## src/rtl/gcd_arbiter_if.sv

```systemverilog
// Requester, response and shared-engine signals of the GCD arbiter.
// slave = arbiter view; master = requesters plus the engine.
interface gcd_arbiter_if #(
  parameter int N_REQ = 4,
  parameter int WIDTH = 32
);
  logic [N_REQ-1:0]       req;
  logic [N_REQ*WIDTH-1:0] req_a;
  logic [N_REQ*WIDTH-1:0] req_b;
  logic [N_REQ-1:0]       gnt;
  logic [N_REQ-1:0]       rsp_valid;
  logic [WIDTH-1:0]       rsp_result;
  logic                   eng_start;
  logic [WIDTH-1:0]       eng_a;
  logic [WIDTH-1:0]       eng_b;
  logic [WIDTH-1:0]       eng_result;
  logic                   eng_done;
  logic                   busy;

  modport slave (
    input  req, req_a, req_b, eng_result, eng_done,
    output gnt, rsp_valid, rsp_result, eng_start, eng_a, eng_b, busy
  );

  modport master (
    output req, req_a, req_b, eng_result, eng_done,
    input  gnt, rsp_valid, rsp_result, eng_start, eng_a, eng_b, busy
  );
endinterface

```

## src/rtl/gcd_arbiter.sv

```systemverilog
// Round-robin arbiter sharing one GCD engine among N_REQ requesters.
// Zero operands bypass the engine; gnt and rsp_valid are registered one-cycle pulses.
module gcd_arbiter #(
  parameter int N_REQ = 4,
  parameter int WIDTH = 32
) (
  input  logic         clk,
  input  logic         rst,
  gcd_arbiter_if.slave bus
);
  localparam int IDX_W = (N_REQ > 1) ? $clog2(N_REQ) : 1;

  typedef enum logic [1:0] {ST_IDLE, ST_ISSUE, ST_WAIT, ST_RESP} state_t;

  state_t           state_q, state_d;
  logic [IDX_W-1:0] ptr_q, ptr_d;
  logic [IDX_W-1:0] idx_q, idx_d;
  logic [WIDTH-1:0] a_q, a_d;
  logic [WIDTH-1:0] b_q, b_d;
  logic [WIDTH-1:0] result_q, result_d;
  logic [WIDTH-1:0] rsp_result_q, rsp_result_d;
  logic [N_REQ-1:0] gnt_q, gnt_d;
  logic [N_REQ-1:0] rsp_valid_q, rsp_valid_d;

  logic [IDX_W-1:0] cand [N_REQ];
  logic             found;
  logic [IDX_W-1:0] sel_idx;
  logic [WIDTH-1:0] sel_a;
  logic [WIDTH-1:0] sel_b;

  function automatic logic [N_REQ-1:0] onehot(input logic [IDX_W-1:0] i);
    logic [N_REQ-1:0] v;
    v    = '0;
    v[i] = 1'b1;
    return v;
  endfunction

  // cand[k] is the k-th index visited when searching upward from ptr
  for (genvar gi = 0; gi < N_REQ; gi++) begin : g_cand
    assign cand[gi] = IDX_W'((int'(ptr_q) + gi) % N_REQ);
  end

  // Descending scan so the smallest offset from ptr wins
  always_comb begin
    found   = 1'b0;
    sel_idx = '0;
    for (int k = N_REQ - 1; k >= 0; k--) begin
      if (bus.req[cand[k]]) begin
        found   = 1'b1;
        sel_idx = cand[k];
      end
    end
  end

  assign sel_a = bus.req_a[int'(sel_idx)*WIDTH +: WIDTH];
  assign sel_b = bus.req_b[int'(sel_idx)*WIDTH +: WIDTH];

  always_comb begin
    state_d      = state_q;
    ptr_d        = ptr_q;
    idx_d        = idx_q;
    a_d          = a_q;
    b_d          = b_q;
    result_d     = result_q;
    rsp_result_d = rsp_result_q;
    gnt_d        = '0;
    rsp_valid_d  = '0;
    case (state_q)
      ST_IDLE: begin
        if (found) begin
          idx_d = sel_idx;
          a_d   = sel_a;
          b_d   = sel_b;
          gnt_d = onehot(sel_idx);
          // A zero operand would never terminate a Euclid engine
          if ((sel_a == '0) || (sel_b == '0)) begin
            result_d = (sel_a == '0) ? sel_b : sel_a;
            state_d  = ST_RESP;
          end else begin
            state_d = ST_ISSUE;
          end
        end
      end
      ST_ISSUE: state_d = ST_WAIT;
      ST_WAIT: begin
        if (bus.eng_done) begin
          result_d = bus.eng_result;
          state_d  = ST_RESP;
        end
      end
      ST_RESP: begin
        rsp_valid_d  = onehot(idx_q);
        rsp_result_d = result_q;
        ptr_d        = (idx_q == IDX_W'(N_REQ - 1)) ? '0 : idx_q + 1'b1;
        state_d      = ST_IDLE;
      end
      default: state_d = ST_IDLE;
    endcase
  end

  always_ff @(posedge clk or posedge rst) begin
    if (rst) begin
      state_q      <= ST_IDLE;
      ptr_q        <= '0;
      idx_q        <= '0;
      a_q          <= '0;
      b_q          <= '0;
      result_q     <= '0;
      rsp_result_q <= '0;
      gnt_q        <= '0;
      rsp_valid_q  <= '0;
    end else begin
      state_q      <= state_d;
      ptr_q        <= ptr_d;
      idx_q        <= idx_d;
      a_q          <= a_d;
      b_q          <= b_d;
      result_q     <= result_d;
      rsp_result_q <= rsp_result_d;
      gnt_q        <= gnt_d;
      rsp_valid_q  <= rsp_valid_d;
    end
  end

  assign bus.gnt        = gnt_q;
  assign bus.rsp_valid  = rsp_valid_q;
  assign bus.rsp_result = rsp_result_q;
  assign bus.eng_start  = (state_q == ST_ISSUE);
  assign bus.eng_a      = a_q;
  assign bus.eng_b      = b_q;
  assign bus.busy       = (state_q != ST_IDLE);
endmodule

```

## src/flat_wrapper.sv

```systemverilog
// flat-port wrapper written by rule: the top's interface ports become plain ports
module gcd_arbiter_flat 
#(
  parameter int N_REQ = 4,
  parameter int WIDTH = 32
)
  (clk, rst, bus_req, bus_req_a, bus_req_b, bus_eng_result, bus_eng_done, bus_gnt, bus_rsp_valid, bus_rsp_result, bus_eng_start, bus_eng_a, bus_eng_b, bus_busy);
  gcd_arbiter_if #(.N_REQ(N_REQ), .WIDTH(WIDTH)) bus_i ();
  input  logic clk;
  input  logic rst;
  input wire logic [$bits(bus_i.req)-1:0] bus_req;
  input wire logic [$bits(bus_i.req_a)-1:0] bus_req_a;
  input wire logic [$bits(bus_i.req_b)-1:0] bus_req_b;
  input wire logic [$bits(bus_i.eng_result)-1:0] bus_eng_result;
  input wire logic [$bits(bus_i.eng_done)-1:0] bus_eng_done;
  output wire logic [$bits(bus_i.gnt)-1:0] bus_gnt;
  output wire logic [$bits(bus_i.rsp_valid)-1:0] bus_rsp_valid;
  output wire logic [$bits(bus_i.rsp_result)-1:0] bus_rsp_result;
  output wire logic [$bits(bus_i.eng_start)-1:0] bus_eng_start;
  output wire logic [$bits(bus_i.eng_a)-1:0] bus_eng_a;
  output wire logic [$bits(bus_i.eng_b)-1:0] bus_eng_b;
  output wire logic [$bits(bus_i.busy)-1:0] bus_busy;
  assign bus_i.req = bus_req;
  assign bus_i.req_a = bus_req_a;
  assign bus_i.req_b = bus_req_b;
  assign bus_i.eng_result = bus_eng_result;
  assign bus_i.eng_done = bus_eng_done;
  assign bus_gnt = bus_i.gnt;
  assign bus_rsp_valid = bus_i.rsp_valid;
  assign bus_rsp_result = bus_i.rsp_result;
  assign bus_eng_start = bus_i.eng_start;
  assign bus_eng_a = bus_i.eng_a;
  assign bus_eng_b = bus_i.eng_b;
  assign bus_busy = bus_i.busy;
  gcd_arbiter #(.N_REQ(N_REQ), .WIDTH(WIDTH)) u_core (.clk(clk), .rst(rst), .bus(bus_i));
endmodule
```

## config.mk

```make
export PLATFORM = sky130hd
export DESIGN_NAME = gcd_arbiter_flat
export DESIGN_NICKNAME = d
export VERILOG_FILES = /design/src/rtl/gcd_arbiter_if.sv /design/src/rtl/gcd_arbiter.sv /design/src/flat_wrapper.sv
export SDC_FILE = /design/constraint.sdc
export NUM_CORES = 1
export LEC_CHECK = 0
export CAP_MARGIN = 20
export CORE_AREA = 4 4 155 157
export CTS_BUF_LIST = sky130_fd_sc_hd__clkbuf_4 sky130_fd_sc_hd__clkbuf_8 sky130_fd_sc_hd__clkbuf_16
export DETAILED_ROUTE_END_ITERATION = 10
export DIE_AREA = 0 0 159 161
export GPL_TIMING_DRIVEN = 0
export PLACE_DENSITY = 0.74
export SLEW_MARGIN = 5
export SYNTH_ARGS = -nofsm -noshare
export SYNTH_HDL_FRONTEND = slang
export SYNTH_SLANG_ARGS = --single-unit
```

## constraint.sdc

```tcl
create_clock -name clk -period 5.69 [get_ports clk]
set_clock_uncertainty 0.15 [all_clocks]
set_input_delay 1.138 -clock clk [delete_from_list [all_inputs] [get_ports clk]]
set_output_delay 1.138 -clock clk [all_outputs]
set_load 0.02 [all_outputs]
```

* Word-level counts from Yosys, hierarchy flattened
Cells that the tools add are included.
Storage, ports and cells: flip-flop bits (word level) 142, input bits 295, output and inout bits 106
Operators by class: reductions and logical operators 11, $lt $le $gt $ge 8, add/subtract/negate cells 4, eq/ne operators 7, shifts and indexed selects 2, mux-type cells 33
Operators with widths (count):
- indexed part select 128 x 8 -> 32 bit | 2
- 2-to-1 mux 32 bit | 4
- zero test 32 bit | 2
- one-hot mux 32 bit (2 select lines) | 1
- less-than comparator 2 x 3 -> 1 bit, second input constant | 6
- 2-to-1 mux 2 bit | 8
- 2-to-1 mux 4 bit | 3
- 2-to-1 mux 1 bit | 10
- binary-select mux 1 bit (select 2 bit) | 4
- one-hot mux 2 bit (4 select lines) | 1
- == test 2 bit, second input constant | 3
- adder 2 x 1 -> 2 bit, second input constant | 2
- adder 2 bit, second input constant | 2
- demux 1 bit (select 2 bit) | 2
- greater-or-equal comparator 2 x 1 -> 1 bit, second input constant | 2
- inequality test 2 x 1 -> 1 bit, second input constant | 2
- AND reduction 2 bit | 2
- AND reduction 4 bit | 1
- nonzero test 2 bit | 2
- == test 2 x 1 -> 1 bit, second input constant | 1
- logical AND 1 bit | 2
- zero test 2 bit | 1
- inequality test 2 bit, second input constant | 1
- logical OR 1 bit | 1

* Depth between registers and ports, before layout
Gate-level depths: netlist (run 1).
word-level depth 13, depth in mapped cells 15

* Least setup slack after synthesis (run 1)
Ideal clock, no wire load.
path kind input to register, start point input bus_req[2], end point register u_core.result_q[0], required time 5415 ps, stages on the path 13, path slack 1417 ps, arrival 3998 ps, cells stage by stage nor2b_1 > a221o_2 > and2_1 > buf_2 > buf_6 > nand2_1 > a31o_2 > nand4_1 > or4_1 > o41a_1 > o22a_1 > buf_6 > mux2_4
On the way: longest elaborated chain between the ends 12, elaborated cells between the ends (all ways) 28, those cells by class eq/ne: 2; shift: 2; mux: 20; reduce/logical: 4
Ends and longest elaborated chain:
- start: declaration | line flat_wrapper.sv:11 | input wire logic [$bits(bus_i.req)-1:0] bus_req;
- binary-select mux 1 bit (select 2 bit) | line gcd_arbiter.sv:48 | if (bus.req[cand[k]]) begin
- 2-to-1 mux 1 bit (implied by the code) | line gcd_arbiter.sv:48
- 2-to-1 mux 2 bit (4 in a row) | line gcd_arbiter.sv:48
- indexed part select 128 x 8 -> 32 bit | line gcd_arbiter.sv:55 | assign sel_a = bus.req_a[int'(sel_idx)*WIDTH +: WIDTH];
- zero test 32 bit | line gcd_arbiter.sv:76, gcd_arbiter.sv:77
- 2-to-1 mux 32 bit | line gcd_arbiter.sv:77 | result_d = (sel_a == '0) ? sel_b : sel_a;
- 2-to-1 mux 32 bit | line gcd_arbiter.sv:76 | if ((sel_a == '0) || (sel_b == '0)) begin
- 2-to-1 mux 32 bit | line gcd_arbiter.sv:70 | if (found) begin
- one-hot mux 32 bit (2 select lines) | line gcd_arbiter.sv:68 | case (state_q)
- end signal: assignment | line gcd_arbiter.sv:118 | result_q <= result_d;
- end: declaration | line gcd_arbiter.sv:20 | logic [WIDTH-1:0] result_q, result_d;
Several ways; a longest one is shown, not always the timed one. The select of a mux whose other input is x is not followed. A chain may end at the register's enable or synchronous reset.

* Worst setup path after layout (run 1)
start point input bus_req[2], end point register u_core.result_q[15]
Same word-level chain as after synthesis.

==> flow_summary.html, run 1 <==
<table>
<tr><th>Metric</th><th>Value</th></tr>
<tr><th colspan="2">Outcome</th></tr>
<tr><td>Run status</td><td>complete, no violations</td></tr>
<tr><th colspan="2">Placement</th></tr>
<tr><td>Placer Congestion</td><td>between 0.9 and 1</td></tr>
<tr><td>Number of buffers added on ports</td><td>400</td></tr>
<tr><td>Number of placed cells counting well taps</td><td>approximately 1600</td></tr>
<tr><td>Worst slack after detailed placement</td><td>-398 ps</td></tr>
<tr><td>Detail Placement HPWL</td><td>32.4 mm</td></tr>
<tr><td>Placed cell area</td><td>0.0127 mm^2</td></tr>
<tr><th colspan="2">Worst setup path</th></tr>
<tr><td>Crit path max-delay family</td><td>buffers and inverters</td></tr>
<tr><td>Peak fanout along the critical path</td><td>10</td></tr>
<tr><td>Launching element type of the critical path</td><td>input pin</td></tr>
<tr><td>Critical setup path kind</td><td>input pin to flip-flop</td></tr>
<tr><td>Cells along the critical path</td><td>clkdlybuf4s50_1 &gt; nor2b_1 &gt; a221o_2 &gt; nand2_1 &gt; clkbuf_1 &gt; clkbuf_1 &gt; buf_1 &gt; nand2_1 &gt; nand3_1 &gt; nand2_1 &gt; nand4_1 &gt; o41a_1 &gt; o22ai_1 &gt; buf_2 &gt; a222oi_1</td></tr>
<tr><td>Arrival time at the worst endpoint</td><td>5580 ps</td></tr>
<tr><td>Worst path buffer plus inverter count</td><td>5</td></tr>
<tr><td>Most used cell, CP</td><td>nand2_1</td></tr>
<tr><td>Category of the worst setup path capture point</td><td>flip-flop</td></tr>
<tr><td>Critical Path RT</td><td>5840 ps</td></tr>
<tr><td>Slowest-stage cell, CP</td><td>clkbuf_1</td></tr>
<tr><td>Maximum single-stage delay on the critical path</td><td>between 500 and 600 ps</td></tr>
<tr><th colspan="2">Detailed routing</th></tr>
<tr><td>Detail Route met2 WL</td><td>19.9 mm</td></tr>
<tr><td>DR DRC count</td><td>0</td></tr>
<tr><td>Overall via count from detail_route</td><td>about 9400</td></tr>
<tr><td>Average routed wire per standard cell</td><td>about 24 um</td></tr>
<tr><td>Highest layer used for signal routing</td><td>met4</td></tr>
<tr><td>Met3 layer wire length in the routed design</td><td>about 3.2 mm</td></tr>
<tr><td>Routed wire length</td><td>about 40 mm</td></tr>
<tr><td>Starting DRC count in detailed routing</td><td>a little over 800</td></tr>
<tr><td>Antenna-violating nets left</td><td>0</td></tr>
<tr><td>Routed vias/inst</td><td>approximately 5.7</td></tr>
<tr><td>Detailed Routing Iterations Pass 1</td><td>10</td></tr>
<tr><td>Met1 routed wirelength after detailed routing</td><td>15.4 mm</td></tr>
<tr><th colspan="2">Job</th></tr>
<tr><td>Maxcap violations</td><td>0</td></tr>
<tr><th colspan="2">STA</th></tr>
<tr><td>Highest attainable clock frequency</td><td>between 150 and 200 MHz</td></tr>
<tr><td>Transition at the pin with the smallest max-transition slack</td><td>~830 ps</td></tr>
<tr><td>Final period demand of the worst path</td><td>roughly 5400 ps</td></tr>
<tr><td>Period utilization</td><td>between 90% and 100%</td></tr>
<tr><td>Remaining max-slew budget at the tightest pin</td><td>between 40% and 50%</td></tr>
<tr><td>Final-report max-slew violation count</td><td>0</td></tr>
<tr><td>Post-route setup slack</td><td>258 ps</td></tr>
<tr><td>Number of endpoints failing setup at the final stage</td><td>0</td></tr>
<tr><td>Setup repair after global routing missed its margin</td><td>no</td></tr>
<tr><td>Final Hold Violating Endpoints</td><td>0</td></tr>
<tr><th colspan="2">Finish</th></tr>
<tr><td>Area growth, synth to finish</td><td>60.1%</td></tr>
<tr><td>Final non-filler cell total</td><td>1665</td></tr>
<tr><td>Final Instance Area</td><td>about 0.013 mm^2</td></tr>
<tr><td>Number of antenna diodes</td><td>0</td></tr>
<tr><td>Nets@finish</td><td>around 1700</td></tr>
<tr><td>Share of final-layout standard cells stronger than drive strength 1</td><td>between 10% and 20%</td></tr>
<tr><td>Number of fill cells in the layout</td><td>roughly 2000</td></tr>
<tr><th colspan="2">Logic synthesis</th></tr>
<tr><td>Gate count of the mapped netlist</td><td>948</td></tr>
<tr><td>Syn Area/Cell</td><td>approximately 9 um^2</td></tr>
<tr><td>Cell variety after synth</td><td>40</td></tr>
<tr><td>Warnings, synthesis</td><td>0</td></tr>
<tr><td>Mapped Area</td><td>about 0.0083 mm^2</td></tr>
<tr><td>Mapped Nets</td><td>about 1300</td></tr>
<tr><td>Seq/Total Area, Yosys</td><td>a little over two fifths</td></tr>
<tr><td>#FFs+latches synth</td><td>about 140</td></tr>
<tr><th colspan="2">Floorplanning</th></tr>
<tr><td>Overall die area</td><td>approximately 0.026 mm^2</td></tr>
<tr><td>IO Count</td><td>401</td></tr>
<tr><td>Number of placement rows</td><td>55</td></tr>
<tr><td>Starting density of the core</td><td>between 30% and 40%</td></tr>
<tr><td>Die outline width</td><td>between 150 and 200 um</td></tr>
<tr><td>DIE HEIGHT</td><td>161 um</td></tr>
<tr><td>Core area</td><td>about 0.023 mm^2</td></tr>
<tr><th colspan="2">Global routing</th></tr>
<tr><td>Via count of the first global-routing pass</td><td>between 9000 and 10000</td></tr>
<tr><td>First-pass GRT wire length</td><td>58.5 mm</td></tr>
<tr><td>Total overflow reported by the global router</td><td>0</td></tr>
<tr><td>Tot GR Track Use</td><td>30.0%</td></tr>
<tr><td>Largest net degree at the start of global routing</td><td>94</td></tr>
<tr><td>Initial antenna violation count</td><td>0</td></tr>
<tr><th colspan="2">Power</th></tr>
<tr><td>Power Density</td><td>538 mW/mm^2</td></tr>
<tr><td>Switching fraction of total power</td><td>approximately 45%</td></tr>
<tr><td>Design Power</td><td>slightly above 7 mW</td></tr>
<tr><td>Cell internal pwr</td><td>between 3 and 4 mW</td></tr>
<tr><td>Reg power frac</td><td>around a quarter</td></tr>
<tr><td>Switching power summed over all nets</td><td>roughly 3.2 mW</td></tr>
<tr><td>Share of total power in combinational logic</td><td>about three fifths</td></tr>
<tr><td>Relative contribution of the clock network to total power</td><td>about 16%</td></tr>
<tr><td>Total leakage power</td><td>between 5 and 6 nW</td></tr>
<tr><td>Worst-case vdd ir drop</td><td>235 uV</td></tr>
<tr><th colspan="2">CTS</th></tr>
<tr><td>Number of buffers added to fix hold violations after cts</td><td>0</td></tr>
<tr><td>Clock sink count</td><td>142</td></tr>
<tr><td>Worst skew pair latency</td><td>420 ps</td></tr>
<tr><td>Depth of the CTS H-tree</td><td>4</td></tr>
<tr><td>Number of CTS-inserted buffers</td><td>17</td></tr>
<tr><td>Root Driver</td><td>clkbuf_16</td></tr>
<tr><td>Clock tree from TritonCTS</td><td>built</td></tr>
<tr><td>Number of buffers between clock root and the deepest sink</td><td>2</td></tr>
<tr><td>Clk slew on worst S/H paths</td><td>about 60 ps</td></tr>
<tr><th colspan="2">Worst hold path</th></tr>
<tr><td>Hold Path Class</td><td>flip-flop to flip-flop</td></tr>
</table>
-- final timing paths --
path                                                  from                               endpoint  slack, ps  depth (start not counted)
setup / recovery                                bus_req[2]        u_core.result_q[15]$_DFFE_PP0P_        260                         15
max in group asynchronous                              rst       u_core.bus.eng_a[11]$_DFFE_PP0P_       3590                          3
min in group asynchronous                              rst  u_core.bus.rsp_result[27]$_DFFE_PP0P_        970                          2
hold / removal             u_core.bus.eng_a[2]$_DFFE_PP0P_        u_core.bus.eng_a[2]$_DFFE_PP0P_        330                          2
hold reg to reg            u_core.bus.eng_a[2]$_DFFE_PP0P_        u_core.bus.eng_a[2]$_DFFE_PP0P_        330                          2
setup reg to reg               u_core.ptr_q[1]$_DFFE_PP0P_        u_core.result_q[15]$_DFFE_PP0P_       1020                         14
-- cell usage after synthesis --
| library cell | instances | area share [%] |
|---|---|---|
| or3_1 | 1 | 0.075 |
| o221a_2 | 1 | 0.14 |
| inv_1 | 58 | 2.6 |
| a221o_2 | 1 | 0.14 |
| mux2_2 | 38 | 5.1 |
| o21ai_0 | 86 | 5.2 |
| o22a_1 | 1 | 0.11 |
| nand4_1 | 9 | 0.68 |
| nor2b_1 | 3 | 0.23 |
| nor4_1 | 4 | 0.30 |
| nand3_1 | 18 | 1.1 |
| buf_2 | 14 | 0.84 |
| a31o_2 | 22 | 2.3 |
| ha_1 | 8 | 1.2 |
| nand2_1 | 160 | 7.2 |
| a22oi_1 | 9 | 0.81 |
| nor3_1 | 5 | 0.30 |
| o22ai_1 | 19 | 1.4 |
| or4_1 | 2 | 0.18 |
| a211oi_1 | 88 | 7.9 |
| buf_1 | 13 | 0.59 |
| mux2_4 | 1 | 0.18 |
| nor2_1 | 3 | 0.14 |
| or2_2 | 33 | 2.5 |
| nand3b_1 | 8 | 0.72 |
| and2_1 | 5 | 0.38 |
| a31o_1 | 2 | 0.21 |
| o41a_1 | 1 | 0.14 |
| a21oi_1 | 1 | 0.060 |
| clkbuf_1 | 54 | 2.4 |
| dfrtp_1 | 142 | 43 |
| a222oi_1 | 21 | 2.5 |
| o21a_1 | 21 | 1.9 |
| nand2b_1 | 1 | 0.075 |
| buf_6 | 3 | 0.41 |
| nor3_4 | 1 | 0.20 |
| a31oi_1 | 1 | 0.075 |
| mux2i_1 | 1 | 0.12 |
| and3_1 | 88 | 6.6 |
| o21bai_2 | 1 | 0.14 |
-- worst reg2reg max path, stage by stage, from the launching register on --
cell      delay (ps)
dfrtp_1          450
nand2_1          100
a221o_2          460
nand2_1          170
clkbuf_1         590
clkbuf_1         580
buf_1            500
nand2_1          120
nand3_1          120
nand2_1          130
nand4_1          110
o41a_1           270
o22ai_1          170
buf_2            230
a222oi_1         390
-- power groups by stage --
| stage | Clock (mW) | Sequential (mW) | Combinational, mW |
|---|---|---|---|
| floorplan | 0 | 2.15 | 1.91 |
| global placement | 0 | 1.79 | 4.12 |
| detailed placement | 0 | 1.80 | 4.19 |
| CTS | 1.14 | 1.79 | 4.21 |
| global route | 1.18 | 1.85 | 4.51 |
| finish | 1.13 | 1.80 | 4.23 |
-- placed cells by master (no fill, tap or decap), types with 3 or more instances in the layout --
master and n:
clkdlybuf4s50_1 400, buf_1 12, nor2_1 3, a31o_2 22, nand2_1 160, nor2b_1 3
ha_1 8, nor4_1 4, and2_1 5, mux2_2 38, o22ai_1 19, nand4_1 9
and3_1 88, nand3b_1 8, nand3_1 18, dfrtp_1 142, inv_1 57, clkbuf_2 4
or2_2 33, a211oi_1 87, a222oi_1 21, clkbuf_16 17, buf_2 14, inv_6 6
clkbuf_1 51, a22oi_1 9, o21a_1 21, buf_6 3, o21ai_0 86, nor3_1 5
-- cell type report --
class	count	area, um^2	area share (%)
Inverter	58	223	1.67
Clock inverter	10	128	0.958
Multi-Input combinational cell	664	4200	31.5
Buffer	84	360	2.71
Clock buffer	20	460	3.46
Tap cell	285	357	2.68
Timing Repair Buffer	402	4040	30.3
Sequential cell	142	3550	26.7
-- per-layer routing --
metal	GRT usage, %	vias up
met1	35.9	4577
li1	-	4261
met5	0	-
met3	7.32	86
met2	52.5	518
met4	11.2	0
-- cells by family after synthesis --
group	after synthesis	share of synthesized area [%]
fa+ha+maj	8	1.20
mux	40	5.44
compound gates	275	23.1
flops	142	42.7
buf+inv	142	6.89
simple gates	341	20.7
-- stage by stage --
| step | util [%] | hold slack (ps) | setup TNS (ps) |
|---|---|---|---|
| after floorplan | - | 324 | 0 |
| after global placement | 56.3 | 310 | -200810 |
| after detailed placement | 56.5 | 320 | -5870 |
| after CTS | 59.1 | 333 | 0 |
| after global routing | 59.2 | 354 | 0 |
| final | 59.2 | 329 | 0 |
-- registers in the layout, indices dropped and copies added, names as in the netlist --
register,flops
u_core.bus.eng_a,32
u_core.bus.eng_b,32
u_core.bus.gnt,4
u_core.bus.rsp_result,32
u_core.bus.rsp_valid,4
u_core.idx_q,2
u_core.ptr_q,2
u_core.result_q,32
u_core.state_q,2
-- repair_timing --
action | CTS | global route
resized for setup | 0 | 8
setup buffers | 0 | 1
endpoints found under the hold margin | 0 | 0
endpoints found under the setup margin | 0 | 30
Note: power is estimated with default switching activity, not from simulation.
==> run 2: changes to the inputs <==
==> constraint.sdc (replaced) <==
create_clock -name clk -period 6 [get_ports clk]
set_clock_uncertainty 0.15 [all_clocks]
set_input_delay 1.2 -clock clk [delete_from_list [all_inputs] [get_ports clk]]
set_output_delay 1.2 -clock clk [all_outputs]
set_load 0.02 [all_outputs]
==> flow_summary.html, run 2 (synthesized netlist as in run 1, its figures left out) <==
<table>
<tr><th>Metric</th><th>Value</th></tr>
<tr><th colspan="2">Placement</th></tr>
<tr><td>Detail Placement HPWL</td><td>32.4 mm (unchanged)</td></tr>
<tr><td>Number of buffers added on ports</td><td>400 (unchanged)</td></tr>
<tr><td>Placer Congestion</td><td>0.991 (unchanged)</td></tr>
<tr><td>Worst slack after detailed placement</td><td>-150 ps (+248 ps)</td></tr>
<tr><th colspan="2">Worst setup path</th></tr>
<tr><td>Peak fanout along the critical path</td><td>10 (unchanged)</td></tr>
<tr><td>Category of the worst setup path capture point</td><td>flip-flop</td></tr>
<tr><td>Launching element type of the critical path</td><td>input pin</td></tr>
<tr><td>Arrival time at the worst endpoint</td><td>5930 ps (+350 ps)</td></tr>
<tr><td>Critical setup path kind</td><td>input pin to flip-flop</td></tr>
<tr><td>Depth of the worst register-to-register path</td><td>14 (unchanged)</td></tr>
<tr><td>Critical Path RT</td><td>6170 ps (+330 ps)</td></tr>
<tr><th colspan="2">CTS</th></tr>
<tr><td>Clk slew on worst S/H paths</td><td>60 ps (about the same)</td></tr>
<tr><td>Post-cts resize count</td><td>0 (unchanged)</td></tr>
<tr><td>Depth of the CTS H-tree</td><td>4 (unchanged)</td></tr>
<tr><td>Buffer count from post-CTS setup fixing</td><td>0 (unchanged)</td></tr>
<tr><td>Number of buffers added to fix hold violations after cts</td><td>0 (unchanged)</td></tr>
<tr><td>Number of buffers between clock root and the deepest sink</td><td>2 (unchanged)</td></tr>
<tr><td>Clock tree from TritonCTS</td><td>built</td></tr>
<tr><td>Root Driver</td><td>clkbuf_16</td></tr>
<tr><td>Clock sink count</td><td>142 (unchanged)</td></tr>
<tr><td>Number of CTS-inserted buffers</td><td>17 (unchanged)</td></tr>
<tr><td>Worst skew pair latency</td><td>430 ps (about the same)</td></tr>
<tr><th colspan="2">Power</th></tr>
<tr><td>Total leakage power</td><td>5.76 nW (-0.29%)</td></tr>
<tr><td>Power Density</td><td>511 mW/mm^2 (-5.1%)</td></tr>
<tr><td>Design Power</td><td>6.79 mW (-5.2%)</td></tr>
<tr><td>Worst-case vdd ir drop</td><td>224 uV (-5.0%)</td></tr>
<tr><th colspan="2">Detailed routing</th></tr>
<tr><td>Antenna-violating nets left</td><td>0 (unchanged)</td></tr>
<tr><td>Overall via count from detail_route</td><td>9436 (-0.064%)</td></tr>
<tr><td>Routed vias/inst</td><td>5.67 (about the same)</td></tr>
<tr><td>DR DRC count</td><td>0 (unchanged)</td></tr>
<tr><td>Detailed Routing Iterations Pass 1</td><td>9 (-1)</td></tr>
<tr><td>Average routed wire per standard cell</td><td>24.1 um (about the same)</td></tr>
<tr><td>Routed wire length</td><td>40.0 mm (about the same)</td></tr>
<tr><td>Starting DRC count in detailed routing</td><td>878 (+8.8%)</td></tr>
<tr><th colspan="2">Global routing</th></tr>
<tr><td>Via count of the first global-routing pass</td><td>9598 (unchanged)</td></tr>
<tr><td>First-pass GRT wire length</td><td>58.5 mm (unchanged)</td></tr>
<tr><td>Largest net degree at the start of global routing</td><td>94 (unchanged)</td></tr>
<tr><td>Total overflow reported by the global router</td><td>0 (unchanged)</td></tr>
<tr><td>Tot GR Track Use</td><td>30.0% (unchanged)</td></tr>
<tr><td>Initial antenna violation count</td><td>0 (unchanged)</td></tr>
<tr><th colspan="2">Floorplanning</th></tr>
<tr><td>Starting density of the core</td><td>37.0% (unchanged)</td></tr>
<tr><td>Number of placement rows</td><td>55 (unchanged)</td></tr>
<tr><td>IO Count</td><td>401 (unchanged)</td></tr>
<tr><td>Overall die area</td><td>0.0256 mm^2 (unchanged)</td></tr>
<tr><td>Die outline width</td><td>159 um (unchanged)</td></tr>
<tr><td>DIE HEIGHT</td><td>161 um (unchanged)</td></tr>
<tr><td>Core area</td><td>0.0225 mm^2 (unchanged)</td></tr>
<tr><th colspan="2">Finish</th></tr>
<tr><td>Nets@finish</td><td>1671 (-0.060%)</td></tr>
<tr><td>Commonest cells after routing, fill and taps aside</td><td>400 x clkdlybuf4s50_1, 160 x nand2_1, 142 x dfrtp_1, 88 x and3_1, 88 x a211oi_1</td></tr>
<tr><td>Core utilization of the finished layout</td><td>59.1% (-0.078 points)</td></tr>
<tr><td>Share of final-layout standard cells stronger than drive strength 1</td><td>10.7% (-0.43 points)</td></tr>
<tr><td>Register area</td><td>0.00355 mm^2 (unchanged)</td></tr>
<tr><td>Number of antenna diodes</td><td>0 (unchanged)</td></tr>
<tr><td>Commonest non-fill, non-tap cell in the layout</td><td>clkdlybuf4s50_1</td></tr>
<tr><td>Area growth, synth to finish</td><td>59.9%</td></tr>
<tr><td>Number of fill cells in the layout</td><td>1978 (-0.15%)</td></tr>
<tr><td>Area occupied by multi-input gates</td><td>0.00419 mm^2 (-0.12%)</td></tr>
<tr><th colspan="2">STA</th></tr>
<tr><td>Final Hold Violating Endpoints</td><td>0 (unchanged)</td></tr>
<tr><td>Setup repair after global routing missed its margin</td><td>no</td></tr>
<tr><td>Post-route setup slack</td><td>233 ps (-24.4 ps)</td></tr>
<tr><td>Transition at the pin with the smallest max-transition slack</td><td>827 ps (-1.53 ps)</td></tr>
<tr><td>Final period demand of the worst path</td><td>about 5800 ps</td></tr>
<tr><td>Highest attainable clock frequency</td><td>173 MHz</td></tr>
<tr><td>Final-report max-slew violation count</td><td>0 (unchanged)</td></tr>
<tr><td>Period utilization</td><td>a little over nine tenths</td></tr>
<tr><td>Number of endpoints failing setup at the final stage</td><td>0 (unchanged)</td></tr>
<tr><td>Remaining max-slew budget at the tightest pin</td><td>44.9% (+0.10 points)</td></tr>
<tr><th colspan="2">Outcome</th></tr>
<tr><td>Run status</td><td>complete, no violations</td></tr>
<tr><th colspan="2">Worst hold path</th></tr>
<tr><td>Hold Crit Depth</td><td>2 (unchanged)</td></tr>
<tr><td>Hold Path Class</td><td>flip-flop to flip-flop</td></tr>
<tr><th colspan="2">Job</th></tr>
<tr><td>Maxcap violations</td><td>0 (unchanged)</td></tr>
</table>
==> run 2: cell types whose count changed in the layout (fill, tap and decap cells not counted) <==
cell / before / now
a211oi_2: 1 / 0
clkbuf_2: 4 / 0
buf_4: 1 / 0
a211oi_1: 87 / 88
clkbuf_1: 51 / 54
buf_1: 12 / 13
==> run 2: layout make-up <==
| cell class | instances | share of cell area [%] |
|---|---|---|
| inverters | 58 | 1.67 |
| multi-input cells | 664 | 31.5 |
| plain buffers | 84 | 2.67 |
| clock inverters | 10 | 0.960 |
| flip-flops and latches | 142 | 26.7 |
| repair buffers | 401 | 30.3 |
| well taps | 285 | 2.68 |
| clock buffers | 20 | 3.46 |
==> run 2: metrics by stage <==
stage	hold slack, ps	setup TNS, ps	cell area, um^2	std cells
floorplan	324	0	8320	948
global placement	310	-161540	12700	1633
detailed placement	320	-150	12700	1634
CTS	333	0	13300	1664
global route	354	0	13300	1664
finish	329	0	13300	1664
==> run 2: layer usage <==
metal | GRT usage, % | wire (um) | vias up
li1 | - | - | 4261
met1 | 35.9 | 15100 | 4562
met2 | 52.5 | 20000 | 529
met3 | 7.32 | 3470 | 84
met4 | 11.2 | 1540 | 0
met5 | 0 | 0 | -
==> run 2: worst max-delay path, stage by stage <==
cell	delay, ps
clkdlybuf4s50_1	470
nor2b_1	170
a221o_2	430
nand2_1	170
clkbuf_1	460
buf_2	410
buf_1	510
a211oi_1	170
o22ai_1	240
nor4_1	100
nand4_1	260
clkbuf_1	520
o21ai_0	230
mux2_2	320
mux2_4	260
==> run 2: path summary, 6_finish.rpt <==
kind                                                      start                               endpoint  slack, ps
worst max-delay path                                 bus_req[2]         u_core.result_q[0]$_DFFE_PP0P_        230
worst min-delay path            u_core.bus.eng_a[2]$_DFFE_PP0P_        u_core.bus.eng_a[2]$_DFFE_PP0P_        330
worst max register to register      u_core.ptr_q[1]$_DFFE_PP0P_         u_core.result_q[0]$_DFFE_PP0P_       1050
min in group asynchronous                                   rst  u_core.bus.rsp_result[27]$_DFFE_PP0P_       1030
max in group asynchronous                                   rst         u_core.result_q[5]$_DFFE_PP0P_       3850
worst min register to register  u_core.bus.eng_a[2]$_DFFE_PP0P_        u_core.bus.eng_a[2]$_DFFE_PP0P_        330
==> run 2: where the power goes <==
part / internal (mW) / switching [mW]
clock network: 0.641 / 0.430
registers: 1.42 / 0.285
logic: 1.66 / 2.35
total: 3.73 / 3.07
